**config.mk**
```make
export PLATFORM = sky130hd
export DESIGN_NAME = alu_seq
export DESIGN_NICKNAME = d
export VERILOG_FILES = /design/src/rtl/alu_seq.sv
export SDC_FILE = /design/constraint.sdc
export NUM_CORES = 1
export LEC_CHECK = 0
export BUFFER_PORTS_ARGS = -buffer_cell sky130_fd_sc_hd__buf_2
export CORE_MARGIN = 2
export CORE_UTILIZATION = 55
export CTS_CLUSTER_SIZE = 40
export DETAILED_ROUTE_END_ITERATION = 16
export HOLD_SLACK_MARGIN = 0.05
export PLACE_DENSITY = 0.74
export SLEW_MARGIN = 10
export SYNTH_ARGS = -nofsm -noshare
export SYNTH_HDL_FRONTEND = slang
export SYNTH_SLANG_ARGS = --single-unit
```
**constraint.sdc**
```tcl
create_clock -name clk -period 5.33 [get_ports clk]
set_input_delay 0.533 -clock clk [delete_from_list [all_inputs] [get_ports clk]]
set_output_delay 0.533 -clock clk [all_outputs]
set_load 0.005 [all_outputs]
```
**src/rtl/alu_seq.sv**
```systemverilog
// Sequential ALU with registered result/flags and a start/done handshake.
// MUL (shift-add) and SHLN/SHRN (one bit per cycle) run in the RUN state; every other op completes on its start edge.
module alu_seq #(
  parameter int WIDTH = 8,
  parameter int SHW   = $clog2(WIDTH)
) (
  input  logic             clk,
  input  logic             rst_n,
  input  logic             start,
  input  logic [3:0]       opcode,
  input  logic [WIDTH-1:0] a,
  input  logic [WIDTH-1:0] b,
  output logic             busy,
  output logic             done,
  output logic [WIDTH-1:0] c,
  output logic [WIDTH-1:0] hi,
  output logic             zf,
  output logic             cf
);
  // Handshake: start is accepted only while busy=0 (IDLE, including the done
  // cycle); done pulses for exactly one cycle when c/hi/zf/cf are updated.
  localparam int CW = $clog2(WIDTH + 1);

  localparam logic [3:0] OP_ADD  = 4'h0;
  localparam logic [3:0] OP_SUB  = 4'h1;
  localparam logic [3:0] OP_ADC  = 4'h2;
  localparam logic [3:0] OP_SBB  = 4'h3;
  localparam logic [3:0] OP_MUL  = 4'h4;
  localparam logic [3:0] OP_SHLN = 4'h5;
  localparam logic [3:0] OP_SHRN = 4'h6;
  localparam logic [3:0] OP_NOP  = 4'h7;
  localparam logic [3:0] OP_AND  = 4'h8;
  localparam logic [3:0] OP_OR   = 4'h9;
  localparam logic [3:0] OP_XOR  = 4'hA;
  localparam logic [3:0] OP_NOT  = 4'hB;
  localparam logic [3:0] OP_INC  = 4'hC;
  localparam logic [3:0] OP_DEC  = 4'hD;
  localparam logic [3:0] OP_SHL  = 4'hE;
  localparam logic [3:0] OP_SHR  = 4'hF;

  localparam logic [WIDTH:0] ONE_W  = {{WIDTH{1'b0}}, 1'b1};
  localparam logic [CW-1:0]  ONE_CW = {{(CW-1){1'b0}}, 1'b1};

  typedef enum logic {IDLE, RUN} state_t;

  state_t             state_q, state_d;
  logic               busy_q, busy_d, done_q, done_d;
  logic               zf_q, zf_d, cf_q, cf_d;
  logic [WIDTH-1:0]   c_q, c_d, hi_q, hi_d;
  logic [WIDTH-1:0]   opa_q, opa_d;
  logic [3:0]         op_q, op_d;
  logic [CW-1:0]      cnt_q, cnt_d;
  logic [2*WIDTH-1:0] prod_q, prod_d;

  // Single-cycle datapath: bit WIDTH of wide is the carry/borrow/shifted-out bit.
  logic [WIDTH:0]   ext_a, ext_b, ext_ci, wide;
  logic [WIDTH-1:0] alu_c;
  logic             alu_cf;

  always_comb begin
    ext_a  = {1'b0, a};
    ext_b  = {1'b0, b};
    ext_ci = {{WIDTH{1'b0}}, cf_q};
    wide   = '0;
    case (opcode)
      OP_ADD:  wide = ext_a + ext_b;
      OP_SUB:  wide = ext_a - ext_b;
      OP_ADC:  wide = ext_a + ext_b + ext_ci;
      OP_SBB:  wide = ext_a - ext_b - ext_ci;
      OP_AND:  wide = {1'b0, a & b};
      OP_OR:   wide = {1'b0, a | b};
      OP_XOR:  wide = {1'b0, a ^ b};
      OP_NOT:  wide = {1'b0, ~a};
      OP_INC:  wide = ext_a + ONE_W;
      OP_DEC:  wide = ext_a - ONE_W;
      OP_SHL:  wide = {a, 1'b0};
      OP_SHR:  wide = {a[0], 1'b0, a[WIDTH-1:1]};
      default: wide = '0;
    endcase
    alu_c  = wide[WIDTH-1:0];
    alu_cf = wide[WIDTH];
  end

  // Iteration steps: product register starts as {0, b} and shifts right each step.
  logic [WIDTH:0]     mul_sum;
  logic [2*WIDTH-1:0] mul_nxt;
  logic [WIDTH-1:0]   sh_nxt;
  logic               sh_out;

  always_comb begin
    mul_sum = {1'b0, prod_q[2*WIDTH-1:WIDTH]} + (prod_q[0] ? {1'b0, opa_q} : '0);
    mul_nxt = {mul_sum, prod_q[WIDTH-1:1]};
    if (op_q == OP_SHLN) begin
      sh_nxt = {opa_q[WIDTH-2:0], 1'b0};
      sh_out = opa_q[WIDTH-1];
    end else begin
      sh_nxt = {1'b0, opa_q[WIDTH-1:1]};
      sh_out = opa_q[0];
    end
  end

  always_comb begin
    state_d = state_q;
    busy_d  = busy_q;
    done_d  = 1'b0;
    c_d     = c_q;
    hi_d    = hi_q;
    zf_d    = zf_q;
    cf_d    = cf_q;
    opa_d   = opa_q;
    op_d    = op_q;
    cnt_d   = cnt_q;
    prod_d  = prod_q;
    case (state_q)
      IDLE: begin
        if (start) begin
          op_d  = opcode;
          opa_d = a;
          case (opcode)
            OP_MUL: begin
              state_d = RUN;
              busy_d  = 1'b1;
              cnt_d   = CW'(WIDTH);
              prod_d  = {{WIDTH{1'b0}}, b};
            end
            OP_SHLN, OP_SHRN: begin
              if (b[SHW-1:0] == '0) begin
                c_d    = a;
                hi_d   = '0;
                zf_d   = (a == '0);
                done_d = 1'b1;
              end else begin
                state_d = RUN;
                busy_d  = 1'b1;
                cnt_d   = CW'(b[SHW-1:0]);
              end
            end
            OP_NOP: done_d = 1'b1;
            default: begin
              c_d    = alu_c;
              hi_d   = '0;
              cf_d   = alu_cf;
              zf_d   = (alu_c == '0);
              done_d = 1'b1;
            end
          endcase
        end
      end
      RUN: begin
        cnt_d = cnt_q - ONE_CW;
        if (op_q == OP_MUL) prod_d = mul_nxt;
        else                opa_d  = sh_nxt;
        // Outputs change only on the final step; earlier steps stay internal.
        if (cnt_q == ONE_CW) begin
          state_d = IDLE;
          busy_d  = 1'b0;
          done_d  = 1'b1;
          if (op_q == OP_MUL) begin
            c_d  = mul_nxt[WIDTH-1:0];
            hi_d = mul_nxt[2*WIDTH-1:WIDTH];
            cf_d = (mul_nxt[2*WIDTH-1:WIDTH] != '0);
            zf_d = (mul_nxt == '0);
          end else begin
            c_d  = sh_nxt;
            hi_d = '0;
            cf_d = sh_out;
            zf_d = (sh_nxt == '0);
          end
        end
      end
      default: begin
        state_d = IDLE;
        busy_d  = 1'b0;
      end
    endcase
  end

  always_ff @(posedge clk or negedge rst_n) begin
    if (!rst_n) begin
      state_q <= IDLE;
      busy_q  <= 1'b0;
      done_q  <= 1'b0;
      c_q     <= '0;
      hi_q    <= '0;
      zf_q    <= 1'b0;
      cf_q    <= 1'b0;
      opa_q   <= '0;
      op_q    <= '0;
      cnt_q   <= '0;
      prod_q  <= '0;
    end else begin
      state_q <= state_d;
      busy_q  <= busy_d;
      done_q  <= done_d;
      c_q     <= c_d;
      hi_q    <= hi_d;
      zf_q    <= zf_d;
      cf_q    <= cf_d;
      opa_q   <= opa_d;
      op_q    <= op_d;
      cnt_q   <= cnt_d;
      prod_q  <= prod_d;
    end
  end

  assign busy = busy_q;
  assign done = done_q;
  assign c    = c_q;
  assign hi   = hi_q;
  assign zf   = zf_q;
  assign cf   = cf_q;
endmodule

```
* After elaboration in Yosys (flattened, before gate mapping)
Index checks and enable logic that the tools add are counted.
** Word-level totals
- Bits in registers :: 53
- Bits of input ports :: 23
- Output and inout port bits :: 20
** Cells by class
- $add $sub $neg :: 8
- Equality and inequality tests :: 28
- Multiplexer cells :: 53
- Bitwise operators :: 5
- Reduce and logical (&&, ||, !) cells :: 17
** Operator list (count)
- 9-bit one-hot mux with 12 select lines :: 1
- 8-bit two-way mux :: 12
- 8-bit one-hot mux with 2 select lines :: 5
- 16-bit two-way mux :: 3
- 4-bit equality test (second input constant) :: 8
- 16-bit one-hot mux with 2 select lines :: 1
- 4-bit by 3-bit equality test with 1-bit output (second input constant) :: 6
- 8-bit logical NOT :: 3
- 8-bit by 8-bit adder with 9-bit output :: 2
- 1-bit two-way mux :: 18
- 1-bit one-hot mux with 2 select lines :: 9
- 16-bit logical NOT :: 1
- 4-bit one-hot mux with 2 select lines :: 2
- 8-bit by 1-bit adder with 9-bit output (second input constant) :: 1
- 9-bit by 1-bit adder with 9-bit output :: 1
- 3-bit AND reduction :: 3
- 8-bit by 1-bit subtractor with 9-bit output (second input constant) :: 1
- 8-bit by 8-bit subtractor with 9-bit output :: 1
- 9-bit by 1-bit subtractor with 9-bit output :: 1
- 8-bit bitwise AND :: 1
- 4-bit by 1-bit equality test with 1-bit output (second input constant) :: 2
- 4-bit by 2-bit equality test with 1-bit output (second input constant) :: 2
- 4-bit two-way mux :: 2
- 2-bit inequality test (second input constant) :: 4
- 15 further kinds :: 21

* Longest topological paths before layout
Gate-level depths: netlist of run 1.
- Depth after elaboration :: 7
- Mapped depth :: 15
- Gate-level depth less buffers :: 13

* Worst setup path before layout of run 1
Ideal clock, no wire load.
- Path type :: input to register
- Start :: in opcode[1]
- End :: reg zf_q (netlist: zf)
- Arrival :: 4040 ps
- Data required time :: 5248 ps
- Slack :: 1208 ps
- Stages :: 15
- Buffers on the path :: 3
- Cells stage by stage :: buf_2 -> buf_2 -> clkbuf_1 -> nor2_1 -> and2_1 -> fa_1 -> a21o_1 -> a211oi_1 -> nor3_1 -> a221oi_1 -> nand2_1 -> a211o_1 -> or4_1 -> or4_1 -> a31oi_1
** On the way
- Cells in the longest elaborated chain, start to end :: 6
- Elaborated cells on any way between the ends :: 26
** RTL lines
- start: declaration :: RTL line 10 : input logic [3:0] opcode,
- 4-bit equality test, or another cell as far along :: RTL line 65 : case (opcode)
- 9-bit one-hot mux with 12 select lines :: RTL line 65
- 8-bit logical NOT :: RTL line 143 : zf_d = (alu_c == '0);
- 1-bit one-hot mux with 2 select lines :: RTL line 119 : case (opcode)
- 1-bit two-way mux :: RTL line 116 : if (start) begin
- 1-bit one-hot mux with 2 select lines :: RTL line 114 : case (state_q)
- end signal: assignment :: RTL line 197 : zf_q <= zf_d;
- end: declaration :: RTL line 48 : logic zf_q, zf_d, cf_q, cf_d;
Several ways; a longest one is shown, not always the timed one. The select of a mux whose other input is x is not followed.
A chain may end at the register's enable or synchronous reset.

* Worst setup path in the final report of run 1
- Start :: in opcode[3]
- End :: reg zf_q (netlist: zf)
Same word-level chain as after synthesis.

==> qor.csv, run 1 <==
metric;value;unit
post-synthesis mux area share;6.123;%
Async SR Flop Fraction;100.0;%
wire per inst;20.85;um
CORE AREA;9774;sq um
Starting Density;56.66;%
initial antenna violation count;0;
clk slew on worst S/H paths;0.10;ns
CTS Buffer Depth;2;
Vias;5475;
Setup TNS;0;ns
maximum VDD drop;0.0002199;V
unrepaired setup endpoints after global routing;no;
# fillers;904;
CTS tree;yes;
total gr overflow;0;
Leak;2.737;nW
Root Buffer;clkbuf_8;
worst slack, placed;0.7572;ns
Worst Tran Pin Value;1.086;ns
Antenna diodes;0;
FP Rows;36;
global-route wire length before repair;29.03;mm
DRC violations left;0;
post-synth top area share;23.95;%
min Tclk post-route;4.317;ns
Area Overhead vs Synth;7.230;%
Die Y;104.3;um
vias in the first global route;5252;
CTS sink cnt;53;
PostCTS Resize Cnt;0;
r2r setup slk;2.02;ns
Clock Latency Late Sink;0.32;ns
Synth Area in XOR/XNOR;4.248;%
Setup CP Type;primary input to register;
DRT Pass-1 Iters;5;
worst min path class;primary input to async pin;
top_reg_cell synth;dfrtp_1;
P per Cell Area;373.4;nW/um^2
Final WS setup;1.013;ns
post-synthesis register bit count;53;
Synth area leader;dfrtp_1;
Setup crit start kind;primary input;
Netlist cell types;75;
status;finished clean;
number of buffers created by CTS;5;
finished layout cell area;5938;sq um
placed cell areas;5822;sq um
Final Skew;0.01562;ns
synthesized area;5538;sq um
IO Count;43;
CTS Hold Bufs;0;
Fmax;231.6;MHz
final setup fails;0;
Slew HR;27.35;%
Post-Syn Area per Cell;7.934;sq um
largest net degree at the start of global routing;54;
Synth Area in Simple Gates;21.76;%
H-tree depth;2;
die width;104.3;um
ANT nets after route;0;
vias per cell;6.441;
Post-Route WL;17.72;mm
largest family of logic cells by synthesized area;compound AO/OA/AOI/OAI gates;
top cells by area, synth;dfrtp_1, ha_1, nand2_1, o21ai_0, mux2i_1;
Crit path arrival time;4.55;ns
final hold viol count;0;
GPL Wtd Cong;1.023;
CP endpoint kind;register;
DR iter-0 viols;561;
I/O Buffers;42;
period utilisation layout;80.99;%
EDFF count, synth;0;
pins over their slew limit;0;
Yosys warnings;0;
post-CTS setup buffers;0;
register area share after synthesis;23.95;%
critical-path maximum fanout;25;
Compound-Gate Fraction of Synth Area;26.48;%
die footprint;10890;sq um
Mapped Cells;698;
fin util;60.75;%
Syn Nets;770;
Total Routing Usage GR;33.28;%
nets;788;
max cap viols;0;
share of cells above drive strength 1;10.18;%
WP data required;5.57;ns
area share of fa/ha/maj cells after synthesis;11.79;%
worst r2r path cells;10;
hpwl dp;13.47;mm
## kinds of logic (layout without fill, tap and decap cells)
| family | count (synthesis) | in the layout |
|---|---|---|
| simple gates | 244 | 244 |
| compound gates | 218 | 218 |
| buf+inv | 76 | 95 |
| flops | 53 | 53 |
| fa+ha+maj | 50 | 50 |
| mux | 31 | 31 |
| xor+xnor | 26 | 26 |
## per-layer routing
layer  track usage (%)  vias to the layer above  wire, um
met5                 0                        -         0
met4             9.170                        0       475
met3             6.642                       32      1528
met2             49.49                      263      7663
met1             48.88                     2586      8052
li1                  -                     2594         -
## path summary, 6_finish.rpt
check | from | end
min in group clk | c[2]$_DFFE_PN0P_ | c[2]$_DFFE_PN0P_
setup / recovery | opcode[3] | zf$_DFFE_PN0P_
setup reg to reg | cf$_DFFE_PN0P_ | zf$_DFFE_PN0P_
max in group asynchronous | rst_n | prod_q[3]$_DFFE_PN0P_
hold / removal | rst_n | state_q$_DFF_PN0_
hold reg to reg | c[2]$_DFFE_PN0P_ | c[2]$_DFFE_PN0P_
## layout make-up
type	count	area, sq um	area share [%]
Tap cell	133	166.4	2.802
Clock buffer	5	68.82	1.159
Timing Repair Buffer	49	262.8	4.425
Multi-Input combinational cell	569	3924	66.08
Sequential cell	53	1326	22.33
Clock inverter	3	47.55	0.8007
Inverter	38	142.6	2.402
## critical path: stages
cell and delay [ns]:
buf_2 0.39, nand2_1 0.30, nor2_1 0.30, and2_1 0.37, fa_1 0.47, a221o_1 0.33, nand3_1 0.08, o211ai_1 0.10
or4_1 0.52, or4_1 0.50, or4_1 0.48, a31oi_1 0.18
## synth_stat cells (all sizes together) (16+ instances only)
| library cell | n |
|---|---|
| buf | 18 |
| nor2 | 46 |
| ha | 45 |
| a211oi | 16 |
| nor3 | 18 |
| inv | 38 |
| clkbuf | 20 |
| nand2 | 82 |
| mux2i | 26 |
| dfrtp | 53 |
| o21ai | 56 |
| a21oi | 40 |
## stage by stage
stage | power (W) | std cells | hold WS (ns)
CTS | 0.002201 | 850 | 0.3540
global route | 0.002396 | 850 | 0.3937
global placement | 0.001867 | 842 | 0.4554
detailed placement | 0.001906 | 842 | 0.4604
floorplan | 0.001540 | 698 | 0.2374
finish | 0.002217 | 850 | 0.3207
## report_power, final
part | total (W) | internal [W] | switching, W
clock network | 0.000292 | 0.000144 | 0.000148
logic | 0.00118 | 0.000476 | 0.000706
registers | 0.000743 | 0.000565 | 0.000177
## placed cells by master, fill, tap and decap left out, drive strengths merged, types with 4 or more instances in the layout
cell	synthesis	final
nand2	82	82
o21ai	56	56
dfrtp	53	53
buf	18	49
nor2	46	46
ha	45	45
a21oi	40	40
inv	38	40
mux2i	26	26
nor3	18	18
a211oi	16	16
nand3	15	15
xnor2	15	15
nor4	13	13
and2	13	13
nand2b	12	12
nor2b	12	12
xor2	11	11
a21o	10	10
o22ai	10	10
a211o	9	9
a31oi	8	8
a221oi	7	7
o21bai	7	7
or3	6	6
or2	6	6
o31ai	5	5
o21a	5	5
nor3b	5	5
clkbuf	20	5
o211ai	4	4
o22a	4	4
o31a	4	4
or4	4	4
nand4	4	4
fa	4	4
a2111oi	4	4
o311ai	4	4
## flip-flops by register name, summed over array words and instances, names as in the netlist
name,count
done,1
cnt_q,4
op_q,4
busy,1
state_q,1
zf,1
opa_q,8
hi,8
cf,1
prod_q,16
c,8
Note: power is estimated with default switching activity, not from simulation.
==> run 2: changes to the inputs <==
- clock period: 5.33 -> 4.1 ns (I/O delays scaled with it)
==> run 2 against run 1 <==
Net effect:
- combinational power up 31%
- critical endpoint unchanged
- clock-buffer cell count is the same
- critical path type unchanged
- cell area is 1.4% higher
- register-to-register slack worse by 1.3 ns
- largest cell class unchanged
- clock skew is 0.0023 ns lower
- global-route usage down 0.93 points
- final cell count grew 1.6%
- critical path depth up 1
- flip-flop and latch count unchanged
- via count increased by 3.2%
- sequential share of layout area decreased by 0.32 points
- die area is the same
==> qor.csv, run 2 (synthesized netlist as in run 1, its figures left out) <==
metric;value;unit;change
hold wc startpoint;b[5];;
vias per cell;6.542;;was 6.441
I/O Buffers;42;;unchanged
number of flip-flops in the largest register;16;;unchanged
Setup TNS;0;ns;unchanged
clk slew on worst S/H paths;0.11;ns;was 0.10 ns
GPL Wtd Cong;1.012;;was 1.023
CTS tree;yes;;unchanged
Slew HR;23.40;%;was 27.35%
DRC violations left;0;;unchanged
critical-path maximum fanout;9;;was 25
max cap viols;0;;unchanged
Setup crit start kind;primary input;;unchanged
Top reg by flops;prod_q;;unchanged
period utilisation layout;91.95;%;
unrepaired setup endpoints after global routing;no;;unchanged
wire per inst;20.27;um;was 20.85 um
Clock Latency Late Sink;0.31;ns;was 0.32 ns
vias in the first global route;5284;;was 5252
final setup fails;0;;unchanged
maximum VDD drop;0.0002677;V;was 0.0002199 V
initial antenna violation count;0;;unchanged
nets;802;;was 788
combinational share of power;54.7;%;was 53.3%
Sw Share;47.39;%;was 46.54%
die footprint;10890;sq um;unchanged
Setup CP Type;primary input to register;;unchanged
final hold viol count;0;;unchanged
Fmax;265.2;MHz;
Die Y;104.3;um;unchanged
most frequent cells in the layout;nand2_1, o21ai_0, dfrtp_1, nor2_1, ha_1;;unchanged
placed cell count;855;;was 842
worst r2r src;cf$_DFFE_PN0P_;;unchanged
Total Routing Usage GR;32.35;%;was 33.28%
Net Sw Power;0.001346;W;was 0.001032 W
global-route wire length before repair;28.32;mm;was 29.03 mm
CP endpoint kind;register;;unchanged
Post-Route WL;17.51;mm;was 17.72 mm
Leak;2.789;nW;was 2.737 nW
CTS sink cnt;53;;unchanged
P per Cell Area;471.4;nW/um^2;was 373.4 nW/um^2
clock share of power;11.0;%;was 13.2%
crit path from;a[2];;was opcode[3]
H-tree depth;2;;unchanged
FP Rows;36;;unchanged
ANT nets after route;0;;unchanged
min Tclk post-route;3.770;ns;
IO Count;43;;unchanged
Internal;0.001494;W;was 0.001185 W
pins over their slew limit;0;;unchanged
Finished Layout Cells;864;;was 850
most common cell after layout, fill and taps aside;nand2_1;;unchanged
Vias;5652;;was 5475
hpwl dp;13.37;mm;was 13.47 mm
Final Skew;0.01329;ns;was 0.01562 ns
Starting Density;56.66;%;unchanged
sequential group share of total power;34.4;%;was 33.5%
Worst Tran Pin Value;1.145;ns;was 1.086 ns
total gr overflow;0;;unchanged
WP data required;4.33;ns;was 5.57 ns
CORE AREA;9774;sq um;unchanged
share of cells above drive strength 1;11.76;%;was 10.18%
DR iter-0 viols;625;;was 561
status;finished clean;;unchanged
largest net degree at the start of global routing;45;;was 54
CTS Buffer Depth;2;;unchanged
fin util;61.62;%;was 60.75%
Crit path arrival time;4.00;ns;was 4.55 ns
Antenna diodes;0;;unchanged
Final Hold Slack;0.4187;ns;was 0.3207 ns
Root Buffer;clkbuf_8;;unchanged
PostCTS Resize Cnt;0;;unchanged
die width;104.3;um;unchanged
number of buffers created by CTS;5;;unchanged
Area Overhead vs Synth;8.766;%;was 7.230%
DRT Pass-1 Iters;6;;was 5
worst min path class;primary input to register;;was primary input to async pin
[run 2: cell types whose count changed in the layout (fill, tap and decap cells not counted), sizes merged]
| cell | change |
|---|---|
| inv | -1 |
| bufinv | -1 |
| clkinv | +1 |
| clkinvlp | +1 |
| dlygate4sd3 | +1 |
| buf | +13 |
[run 2: timing repair]
item | CTS | global route
hold buffers | 1 | 0
hold endpoints to repair | 9 | 0
setup buffers | 0 | 0
[run 2: power groups by stage]
stage | combinational (W) | clock [W] | sequential, W
6_report | 0.00155 | 0.000311 | 0.000976
5_1_grt | 0.00172 | 0.000339 | 0.00100
4_1_cts | 0.00153 | 0.000315 | 0.000964
3_5_place_dp | 0.00152 | 0 | 0.000974
3_3_place_gp | 0.00147 | 0 | 0.000967
2_1_floorplan | 0.00111 | 0 | 0.000887
[run 2: critical path, stage by stage]
cell and delay (ns):
buf_2 0.20, inv_1 0.16, ha_1 0.55, buf_4 0.21
xor2_1 0.20, nand2_1 0.11, nor3_1 0.45, xnor2_1 0.18
nor3_1 0.07, a211o_1 0.25, or4_1 0.53, or4_1 0.49
a31oi_1 0.17
[run 2: stage by stage]
step / worst slack (ns) / total power (W) / instance area, sq um
2_1_floorplan: 0.1008 / 0.002002 / 5538
3_3_place_gp: 0.1647 / 0.002442 / 5919
3_5_place_dp: 0.1567 / 0.002498 / 5919
4_1_cts: 0.4741 / 0.002812 / 6023
5_1_grt: 0.2302 / 0.003066 / 6023
6_report: 0.3299 / 0.002839 / 6023
[run 2: metal layers]
layer  wire [um]  track usage, %  vias to the layer above  part of all wire (%)
li1            -               -                     2626                     -
met1        7662           48.78                     2670                    44
met2        7699           48.41                      318                    44
met3        1653           3.509                       38                   9.4
met4         496           9.846                        0                   2.8
met5           0               0                        -                     0
[run 2: cell type report]
class / instances / area [sq um]
clock buffer: 5 / 68.82
clock inverter: 3 / 25.02
fill: 914 / 3751
inverter: 38 / 142.6
multi-input combinational: 569 / 3924
sequential: 53 / 1326
tap: 133 / 166.4
timing repair buffer: 63 / 370.4
[run 2: final timing paths]
path                                         endpoint  slack [ns]  cells after the start
max in group asynchronous           hi[6]$_DFFE_PN0P_        2.82                      3
worst min-delay path            prod_q[5]$_DFFE_PN0P_        0.42                      3
min in group asynchronous         op_q[3]$_DFFE_PN0P_        0.46                      2
worst max-delay path                   zf$_DFFE_PN0P_        0.33                     13
worst max register to register         zf$_DFFE_PN0P_        0.73                     10
worst min register to register      hi[4]$_DFFE_PN0P_        0.48                      2
==> run 3: changes to the inputs <==
- BUFFER_PORTS_ARGS: -buffer_cell sky130_fd_sc_hd__buf_2 -> unset
- DONT_BUFFER_PORTS: unset -> 1
- PLACE_DENSITY: 0.74 -> 0.7
==> run 3 against run 2 <==
Net effect:
- utilization shrank 2.9 points
- die area is the same
- total power fell by 2.5%
- non-clock buffer count fell by 57
- sequential share of layout area rose by 1.1 points
- critical path depth decreased by 1
- largest power group unchanged
- clock-buffer cell count is the same
- final cell count fell by 6.6%
- highest routed layer unchanged
- flip-flop and latch count did not move
- clock power rose by 19%
- hold slack worse by 0.20 ns
- maximum frequency is 7.1% higher
==> qor.csv, run 3 (synthesized netlist as in run 1, its figures left out) <==
metric;value;unit;change
status;finished clean;;unchanged
DR iter-0 viols;576;;was 625
Setup CP Type;primary input to register;;unchanged
initial antenna violation count;0;;unchanged
total gr overflow;0;;unchanged
final hold viol count;0;;unchanged
WP data required;4.33;ns;about the same
largest net degree at the start of global routing;54;;was 45
final setup fails;0;;unchanged
global-route wire length before repair;27.71;mm;was 28.32 mm
vias per cell;6.706;;was 6.542
clk slew on worst S/H paths;0.10;ns;was 0.11 ns
Antenna diodes;0;;unchanged
CORE AREA;9774;sq um;unchanged
min Tclk post-route;3.519;ns;was 3.770 ns
number of buffers created by CTS;5;;unchanged
vias in the first global route;5190;;was 5284
Top reg by flops;prod_q;;unchanged
I/O Buffers;0;;was 42
Slew HR;24.37;%;was 23.40%
most frequent cells in the layout;nand2_1, o21ai_0, dfrtp_1, nor2_1, ha_1;;unchanged
GPL Wtd Cong;0.9679;;was 1.012
Starting Density;56.66;%;unchanged
unrepaired setup endpoints after global routing;no;;unchanged
Area Overhead vs Synth;3.638;%;was 8.766%
Clock Latency Late Sink;0.31;ns;about the same
Root Buffer;clkbuf_8;;unchanged
R2R Path End;zf$_DFFE_PN0P_;;unchanged
max cap viols;0;;unchanged
DRC violations left;0;;unchanged
combinational share of power;50.6;%;was 54.7%
Net Sw Power;0.001275;W;was 0.001346 W
IO Count;43;;unchanged
die footprint;10890;sq um;unchanged
FP Rows;36;;unchanged
Worst Tran Pin Value;1.131;ns;was 1.145 ns
total power;0.002767;W;was 0.002839 W
DRT Pass-1 Iters;5;;was 6
Setup TNS;0;ns;unchanged
most common cell after layout, fill and taps aside;nand2_1;;unchanged
maximum VDD drop;0.0002908;V;was 0.0002677 V
post-CTS setup buffers;0;;unchanged
H-tree depth;2;;unchanged
PostCTS Resize Cnt;0;;unchanged
Total Routing Usage GR;31.20;%;was 32.35%
hpwl dp;12.38;mm;was 13.37 mm
Fmax;284.2;MHz;was 265.2 MHz
worst min path class;primary input to register;;unchanged
critical-path maximum fanout;12;;was 9
wire per inst;20.51;um;was 20.27 um
worst r2r src;cf$_DFFE_PN0P_;;unchanged
share of cells above drive strength 1;4.303;%;was 11.76%
P per Cell Area;482.2;nW/um^2;was 471.4 nW/um^2
period utilisation layout;85.83;%;was 91.95%
Post-Route WL;16.55;mm;was 17.51 mm
Setup crit start kind;primary input;;unchanged
CTS Buffer Depth;2;;unchanged
nets;745;;was 802
clock share of power;13.4;%;was 11.0%
Internal;0.001492;W;was 0.001494 W
Die Y;104.3;um;unchanged
number of flip-flops in the largest register;16;;unchanged
ANT nets after route;0;;unchanged
pins over their slew limit;0;;unchanged
CTS sink cnt;53;;unchanged
CTS tree;yes;;unchanged
die width;104.3;um;unchanged
Sw Share;46.08;%;was 47.39%
Final Skew;0.01525;ns;was 0.01329 ns
# fillers;937;;was 914
end of the critical path;zf$_DFFE_PN0P_;;unchanged
r2r setup slk;0.74;ns;was 0.73 ns
worst r2r path cells;10;;unchanged
crit path from;a[0];;was a[2]
Leak;2.554;nW;was 2.789 nW
Vias;5412;;was 5652
sequential group share of total power;36.0;%;was 34.4%
Crit path arrival time;3.75;ns;was 4.00 ns
CP endpoint kind;register;;unchanged
[run 3: metrics by stage]
step           setup WS (ns)  hold WS (ns)  std cells  util, %  area, sq um
6_report              0.5811        0.2169        807    58.72         5739
5_1_grt               0.3563        0.2274        807    58.72         5739
4_1_cts               0.6062        0.2078        807    58.72         5739
3_5_place_dp          0.2984        0.1155        797    57.18         5589
3_3_place_gp          0.3810        0.1154        797    57.18         5589
2_1_floorplan         0.1008        0.1144        698        -         5538
[run 3: worst max-delay path: stages]
cell and delay, ns:
inv_1 0.04, ha_1 0.24, fa_1 0.53, ha_1 0.33, o22ai_2 0.06, a32o_1 0.22
a21oi_1 0.15, o211ai_1 0.12, or4_1 0.52, or4_1 0.47, or4_1 0.47, a31oi_1 0.17
[run 3: worst min-delay path by stage]
stage,start,to,slack [ns],cells past startpoint
3_5_place_dp,rst_n,cnt_q[2]$_DFFE_PN0P_,0.12,0
4_1_cts,opcode[1],op_q[1]$_DFFE_PN0P_,0.21,2
2_1_floorplan,rst_n,busy$_DFFE_PN0P_,0.11,0
6_report,opcode[1],op_q[1]$_DFFE_PN0P_,0.22,2
5_1_grt,opcode[0],op_q[0]$_DFFE_PN0P_,0.23,2
3_3_place_gp,rst_n,cnt_q[1]$_DFFE_PN0P_,0.12,0
[run 3: cell type report]
cell class,count,area (sq um),area share (%)
multi-input cells,569,3924,68.37
well taps,133,166.4,2.900
clock inverters,3,43.79,0.7630
flip-flops and latches,53,1326,23.11
clock buffers,5,68.82,1.199
inverters,38,142.6,2.485
repair buffers,6,67.56,1.177
[run 3: power groups by stage]
stage	clock (W)	combinational (W)	sequential, W
2_1_floorplan	0	0.00111	0.000887
3_3_place_gp	0	0.00131	0.000990
3_5_place_dp	0	0.00135	0.00100
4_1_cts	0.000374	0.00138	0.000989
5_1_grt	0.000396	0.00157	0.00103
6_report	0.000370	0.00140	0.000997
[run 3: repair_timing]
| action | in CTS | in global routing |
|---|---|---|
| setup endpoints to repair | 0 | 0 |
| hold buffers | 2 | 0 |
| endpoints found under the hold margin | 53 | 0 |
[run 3: metal layers]
layer  wire length [um]  vias to the layer above  track usage (%)
li1                   -                     2507                -
met1               7399                     2620            45.60
met2               7367                      263            47.15
met3               1562                       22            7.018
met4                218                        0            6.371
met5                  0                        -                0
